$ cat config.mk
export PLATFORM = sky130hd
export DESIGN_NAME = pc_sequencer
export DESIGN_NICKNAME = d
export VERILOG_FILES = /design/src/rtl/pc_sequencer.sv
export SDC_FILE = /design/constraint.sdc
export NUM_CORES = 1
export LEC_CHECK = 0
export CAP_MARGIN = 30
export CORE_MARGIN = 1.5
export CORE_UTILIZATION = 30
export CTS_CLUSTER_DIAMETER = 80
export DETAILED_ROUTE_END_ITERATION = 6
export REMOVE_ABC_BUFFERS = 1
export SETUP_SLACK_MARGIN = 0.1
export SYNTH_ARGS = -nofsm -noshare
export SYNTH_HDL_FRONTEND = slang
export SYNTH_SLANG_ARGS = --single-unit
$ cat constraint.sdc
create_clock -name clk -period 2.65 [get_ports clk]
set_clock_uncertainty 0.05 [all_clocks]
set_input_delay 0.6625 -clock clk [delete_from_list [all_inputs] [get_ports clk]]
set_output_delay 0.6625 -clock clk [all_outputs]
set_load 0.01 [all_outputs]
$ cat src/rtl/pc_sequencer.sv
// pc_sequencer: program-counter sequencer with an optional return-address stack.
// The PC updates on INC / BR_REL / JMP_ABS / CALL / RET when pc_write is high.
// Optional feature macro: PC_RET_STACK_EN. When it is defined, a circular
// LIFO of STACK_DEPTH entries backs CALL/RET. When it is undefined, CALL
// behaves as BR_REL, RET behaves as INC, and the stack status is tied off.
// All outputs come straight from registers or are decoded from registers only.
module pc_sequencer #(
  parameter int WIDTH       = 12,
  parameter int STACK_DEPTH = 4,
  parameter int RESET_PC    = 0
) (
  input  logic                               clk,
  input  logic                               reset,
  input  logic                               pc_write,
  input  logic [2:0]                         pc_op,
  input  logic [WIDTH-1:0]                   pc_offset,
  input  logic [WIDTH-1:0]                   pc_target,
  output logic [WIDTH-1:0]                   pc_out,
  output logic [$clog2(STACK_DEPTH+1)-1:0]   stack_count,
  output logic                               stack_full,
  output logic                               stack_empty,
  output logic                               stack_err,
  input  logic                               err_clr
);

  localparam int CW = $clog2(STACK_DEPTH+1);

  localparam logic [2:0] OP_INC     = 3'b000;
  localparam logic [2:0] OP_BR_REL  = 3'b001;
  localparam logic [2:0] OP_JMP_ABS = 3'b010;
  localparam logic [2:0] OP_CALL    = 3'b011;
  localparam logic [2:0] OP_RET     = 3'b100;

  localparam logic [WIDTH-1:0] PC_INIT = WIDTH'(RESET_PC);

  logic [WIDTH-1:0] pc_r;
  logic [WIDTH-1:0] pc_next_s;
  logic [WIDTH-1:0] seq_s;
  logic [WIDTH-1:0] rel_s;

  // Sequential and relative targets wrap modulo 2^WIDTH with no flag.
  assign seq_s  = pc_r + WIDTH'(1'b1);
  assign rel_s  = seq_s + pc_offset;
  assign pc_out = pc_r;

  // PC register; reset forces RESET_PC immediately, independent of the clock.
  always_ff @(posedge clk or posedge reset) begin
    if (reset) begin
      pc_r <= PC_INIT;
    end else begin
      pc_r <= pc_next_s;
    end
  end

`ifdef PC_RET_STACK_EN

  localparam int PW = $clog2(STACK_DEPTH);
  localparam logic [PW-1:0] PTR_LAST = PW'(STACK_DEPTH-1);
  localparam logic [CW-1:0] CNT_MAX  = CW'(STACK_DEPTH);

  // Circular buffer: top_ptr_r names the newest entry. A push on a full stack
  // lands on the oldest slot, which gives the overwrite-oldest behaviour for free.
  logic [WIDTH-1:0] stack_mem_r [STACK_DEPTH];
  logic [PW-1:0]    top_ptr_r;
  logic [PW-1:0]    push_ptr_s;
  logic [PW-1:0]    pop_ptr_s;
  logic [CW-1:0]    count_r;
  logic             err_r;
  logic             push_s;
  logic             pop_s;
  logic             err_set_s;
  logic             full_s;
  logic             empty_s;

  assign full_s     = (count_r == CNT_MAX);
  assign empty_s    = (count_r == {CW{1'b0}});
  assign push_ptr_s = (top_ptr_r == PTR_LAST)   ? {PW{1'b0}} : top_ptr_r + PW'(1'b1);
  assign pop_ptr_s  = (top_ptr_r == {PW{1'b0}}) ? PTR_LAST   : top_ptr_r - PW'(1'b1);

  // Next-PC selection plus push/pop/error requests for the stack.
  always_comb begin
    pc_next_s = pc_r;
    push_s    = 1'b0;
    pop_s     = 1'b0;
    err_set_s = 1'b0;
    if (pc_write) begin
      case (pc_op)
        OP_INC:     pc_next_s = seq_s;
        OP_BR_REL:  pc_next_s = rel_s;
        OP_JMP_ABS: pc_next_s = pc_target;
        OP_CALL: begin
          pc_next_s = rel_s;
          push_s    = 1'b1;
          err_set_s = full_s;
        end
        OP_RET: begin
          if (empty_s) begin
            pc_next_s = seq_s;
            err_set_s = 1'b1;
          end else begin
            pc_next_s = stack_mem_r[top_ptr_r];
            pop_s     = 1'b1;
          end
        end
        default:    pc_next_s = seq_s;
      endcase
    end else begin
      pc_next_s = pc_r;
    end
  end

  // Stack bookkeeping: pointer, occupancy and the sticky error flag.
  always_ff @(posedge clk or posedge reset) begin
    if (reset) begin
      top_ptr_r <= {PW{1'b0}};
      count_r   <= {CW{1'b0}};
      err_r     <= 1'b0;
    end else begin
      if (push_s) begin
        top_ptr_r <= push_ptr_s;
        if (!full_s) begin
          count_r <= count_r + CW'(1'b1);
        end
      end else if (pop_s) begin
        top_ptr_r <= pop_ptr_s;
        count_r   <= count_r - CW'(1'b1);
      end
      if (err_clr) begin
        err_r <= 1'b0;
      end else if (err_set_s) begin
        err_r <= 1'b1;
      end
    end
  end

  // Stack storage; entries beyond the count are don't-care, so no reset.
  always_ff @(posedge clk) begin
    if (push_s && !reset) begin
      stack_mem_r[push_ptr_s] <= seq_s;
    end
  end

  assign stack_count = count_r;
  assign stack_full  = full_s;
  assign stack_empty = empty_s;
  assign stack_err   = err_r;

`else

  logic unused_err_clr_s;
  assign unused_err_clr_s = err_clr;

  // Next-PC selection without a stack: CALL is a relative branch, RET an increment.
  always_comb begin
    pc_next_s = pc_r;
    if (pc_write) begin
      case (pc_op)
        OP_INC:     pc_next_s = seq_s;
        OP_BR_REL:  pc_next_s = rel_s;
        OP_JMP_ABS: pc_next_s = pc_target;
        OP_CALL:    pc_next_s = rel_s;
        OP_RET:     pc_next_s = seq_s;
        default:    pc_next_s = seq_s;
      endcase
    end else begin
      pc_next_s = pc_r;
    end
  end

  assign stack_count = {CW{1'b0}};
  assign stack_full  = 1'b0;
  assign stack_empty = 1'b1;
  assign stack_err   = 1'b0;

`endif

endmodule

==> run summary <==
post-route DRC violation count -> 0
Max Slew Vio Count -> 0
XOR/XNOR share of the synthesized area -> 7.53%
CP Launch Type -> register
r2r setup slk -> -0.13 ns
Critical Path Most Common Cell -> a2111o_1
final routed wire length divided by cell count -> 14.1 um
violations in the final reports -> setup timing
fraction of registers with async set/reset -> 100%
RSZ-0062 raised after global routing -> yes
total global routing track utilization -> 18.5%
clock insertion delay at the later pin of the skew report -> 0.25 ns
max-cap check violation count -> 0
library cell with the largest summed area after synthesis -> dfrtp_1
post-route non-filler standard cell count -> 379
wire length after detailed routing -> 5360 um
Crit Reg-Reg Endpoint -> pc_out[11]$_DFFE_PP0P_
part of the total power dissipated in sequential elements -> 13.3%
Slew HR -> 63.7%
number of antenna violations at the first check in global routing -> 0
TritonCTS clock tree -> yes
CORE AREA -> 0.00517 mm2
starting utilization of the core area -> 31.5%
Diodes inserted -> 0
worst-case clock buffer depth -> 2
Final Setup Violations -> 1
Worst Setup EP -> pc_out[11]$_DFFE_PP0P_
total half-perimeter wirelength after legalization and detailed placement -> 4110 um
horizontal die dimension -> 76.7 um
minimum setup slack in the final design -> -0.134 ns
DRT iter0 DRCs -> 40
Final Hold Vio Count -> 0
biggest cell delay along the critical path -> 0.42 ns
simple-gate share of the synthesized area -> 25.1%
placement-stage cell area -> 0.00245 mm2
count of boundary I/O pins -> 49
area of combinational cells with multiple inputs -> 0.00144 mm2
clock-pin slew on the worst setup and hold paths -> 0.06 ns
proportion of power drawn by the clock network -> 8.5%
final worst-path cycle share -> 105%
status -> finished with violations
cell area after synthesis -> 0.00163 mm2
class of the tightest hold or removal check -> register to register
register area -> 302 um2
Required @ worst endpoint -> 2.79 ns
number of global-route vias before repair -> 1869
Filler Cell Count -> 491
most heavily used metal layer in global routing -> met2
share of total power in combinational logic -> 78.2%
PortBufs -> 41
maximum number of pins on one net before global-route repair -> 15
grt met3 use -> 3.10%
average cell area after synthesis -> 7.68 um2
total internal power -> 1.49 mW
distinct cell type count after synthesis -> 54
share of the synthesized area in the top cell type -> 18.4%
M1 GR Usage -> 24.5%
number of detailed-route iterations in the first pass -> 4
crit path max-delay cell type -> or3_4
maximum net fanout on the critical path -> 2
WS Path Type -> register to register
dominant combinational cell family by area after synthesis -> compound AO/OA/AOI/OAI gates
fraction of layout instances using a drive strength above 1 -> 34.0%
via total after detailed routing -> 1925
worst-margin pin slew -> 0.544 ns
CP Launch Point -> pc_out[0]$_DFFE_PP0P_
placed cells -> 366
H-tree depth -> 1
path depth of the worst reg2reg path -> 10
number of nets in the final layout -> 358
root buffer selected by CTS -> clkbuf_8
sequential element share of the synthesized area -> 18.4%
multiplexer share of the synthesized area -> 2.00%
final core utilization -> 54.0%
startpoint of the most critical register-to-register path -> pc_out[0]$_DFFE_PP0P_
dominant synthesized flop cell -> dfrtp_1
residual antenna-violating net count after detailed routing -> 0
Inserted Clock Buffers -> 3
yosys synthesis warning count -> 0
Compound-Gate Fraction of Synth Area -> 26.3%
arrival time at the worst endpoint -> 2.92 ns
max reg flops -> 12
Final min period -> 2.78 ns
Placement Rows -> 26
Peak supply drop -> 0.524 mV
count of flip-flops with a built-in enable after synthesis -> 0
leakage power summed over all cells -> 1.21 nW
RD Place Congestion -> 0.903
met2 track demand over resource -> 31.2%
synthesis-to-layout area growth -> 71.6%
net load switching power -> 1.04 mW
global-route wire length before repair -> 8810 um
fmax -> 359 MHz
gate count after technology mapping -> 212
top post-synthesis cells by area -> dfrtp_1 (18%), ha_1 (12%), nand2_1 (6.7%)
pwr dens -> 905 mW/mm2
leftover overflow at the end of global routing -> 0
Switching Share -> 41.1%
cell breakdown of the critical path -> buf_6, nand2_4, or3_4, xnor2_4, ha_4, and4_1, and2_1, a2111o_1, a2111o_1, nand2_1
hold_ws -> 0.595 ns
share of synthesized cell area in full adder, half adder and majority cells -> 13.5%
number of buffers added to fix hold violations after cts -> 0
endpoint type of the worst setup path -> register
clock sink count -> 12
die boundary height -> 76.7 um
overall die area -> 0.00588 mm2
Avg Vias per Cell -> 5.08
post-route design area -> 0.00279 mm2
Yosys reg bits -> 12
power groups by stage:
stage,clock network (mW),registers [mW],logic (mW)
5_1_grt,0.226,0.345,2.15
3_5_place_dp,0,0.325,1.65
3_3_place_gp,0,0.324,1.63
4_1_cts,0.219,0.333,1.81
6_report,0.215,0.336,1.98
2_1_floorplan,0,0.387,0.779
cell usage after synthesis, drive strengths merged (3+ instances only):
cell type / number
or3: 5
a21oi: 14
inv: 8
nor2b: 3
clkbuf: 3
buf: 10
nand3: 9
o211ai: 3
xor2: 6
o31ai: 4
o22ai: 4
xnor2: 8
dfrtp: 12
a22oi: 4
and2: 3
ha: 16
nor2: 13
nand2: 29
o21ai: 12
nand2b: 3
nand4: 4
stage by stage:
stage               power [mW]  worst slack, ns  setup TNS (ns)
floorplan                 1.17           -0.364          -0.364
global placement          1.95           -0.327           -1.68
detailed placement        1.98           -0.385           -1.84
CTS                       2.36           -0.144          -0.144
global route              2.73           -0.232          -0.393
finish                    2.53           -0.134          -0.134
worst max-delay path, delay by kind of cell (launching register included):
family                     cells  cell delay (ns)
and+or+nand+nor                5             0.90
AOI/OAI and AO/OA              2             0.79
DFF                            1             0.41
adders and majority gates      1             0.23
xor gates and xnor gates       1             0.20
buffers and inverters          1             0.13
worst min-delay path by stage:
stage,startpoint,to,slack [ns],cells past startpoint
after floorplan,reset,pc_out[0]$_DFFE_PP0P_,0.48,1
after CTS,pc_out[10]$_DFFE_PP0P_,pc_out[10]$_DFFE_PP0P_,0.59,2
after global routing,pc_out[10]$_DFFE_PP0P_,pc_out[10]$_DFFE_PP0P_,0.65,2
after global placement,pc_out[10]$_DFFE_PP0P_,pc_out[10]$_DFFE_PP0P_,0.58,2
final,pc_out[10]$_DFFE_PP0P_,pc_out[10]$_DFFE_PP0P_,0.60,2
after detailed placement,pc_out[10]$_DFFE_PP0P_,pc_out[10]$_DFFE_PP0P_,0.58,2
repair_timing:
action,4_1_cts,5_1_grt
setup buffers,4,5
resized for setup,24,22
setup endpoints to repair,6,7
pin swaps,14,16
layout make-up:
cell class              instances  share of cell area [%]
inverters                       8                    1.07
clock buffers                   4                    1.97
well taps                      70                    3.13
flip-flops and latches         12                    10.8
repair buffers                102                    31.7
multi-input cells             183                    51.4
cell usage in the layout (no fill, tap or decap), types with 3 or more instances in the layout:
master | Yosys | final
buf_4 | 7 | 57
conb_1 | 2 | 6
or3_4 | 0 | 3
buf_6 | 0 | 4
clkdlybuf4s50_1 | 0 | 39
nand3_1 | 9 | 6
o31ai_1 | 4 | 4
o21ai_0 | 12 | 10
xnor2_2 | 0 | 3
a21oi_1 | 14 | 10
ha_4 | 0 | 4
nand2b_1 | 3 | 3
clkbuf_8 | 0 | 4
a21oi_2 | 0 | 3
xor2_1 | 6 | 5
nor2_1 | 13 | 12
nand3_2 | 0 | 3
a22oi_1 | 4 | 4
inv_1 | 8 | 7
o22ai_1 | 4 | 4
xnor2_1 | 8 | 4
nand4_1 | 4 | 4
nand2_1 | 29 | 27
o211ai_1 | 3 | 3
dfrtp_1 | 12 | 11
ha_1 | 16 | 11
nor2b_1 | 3 | 3
metal layers:
layer  vias to the layer above  wire [um]
met2                        48       2570
met1                       908       2490
met5                         -          0
li1                        965          -
met3                         4        248
met4                         0         44
cells by family after synthesis:
group,after synthesis
XOR/XNOR,14
AO/OA/AOI/OAI,63
AND/OR/NAND/NOR,80
buffers and inverters,21
adder cells (fa/ha/maj),17
flip-flops,12
multiplexers,3
other,2
Note: power is estimated with default switching activity, not from simulation.
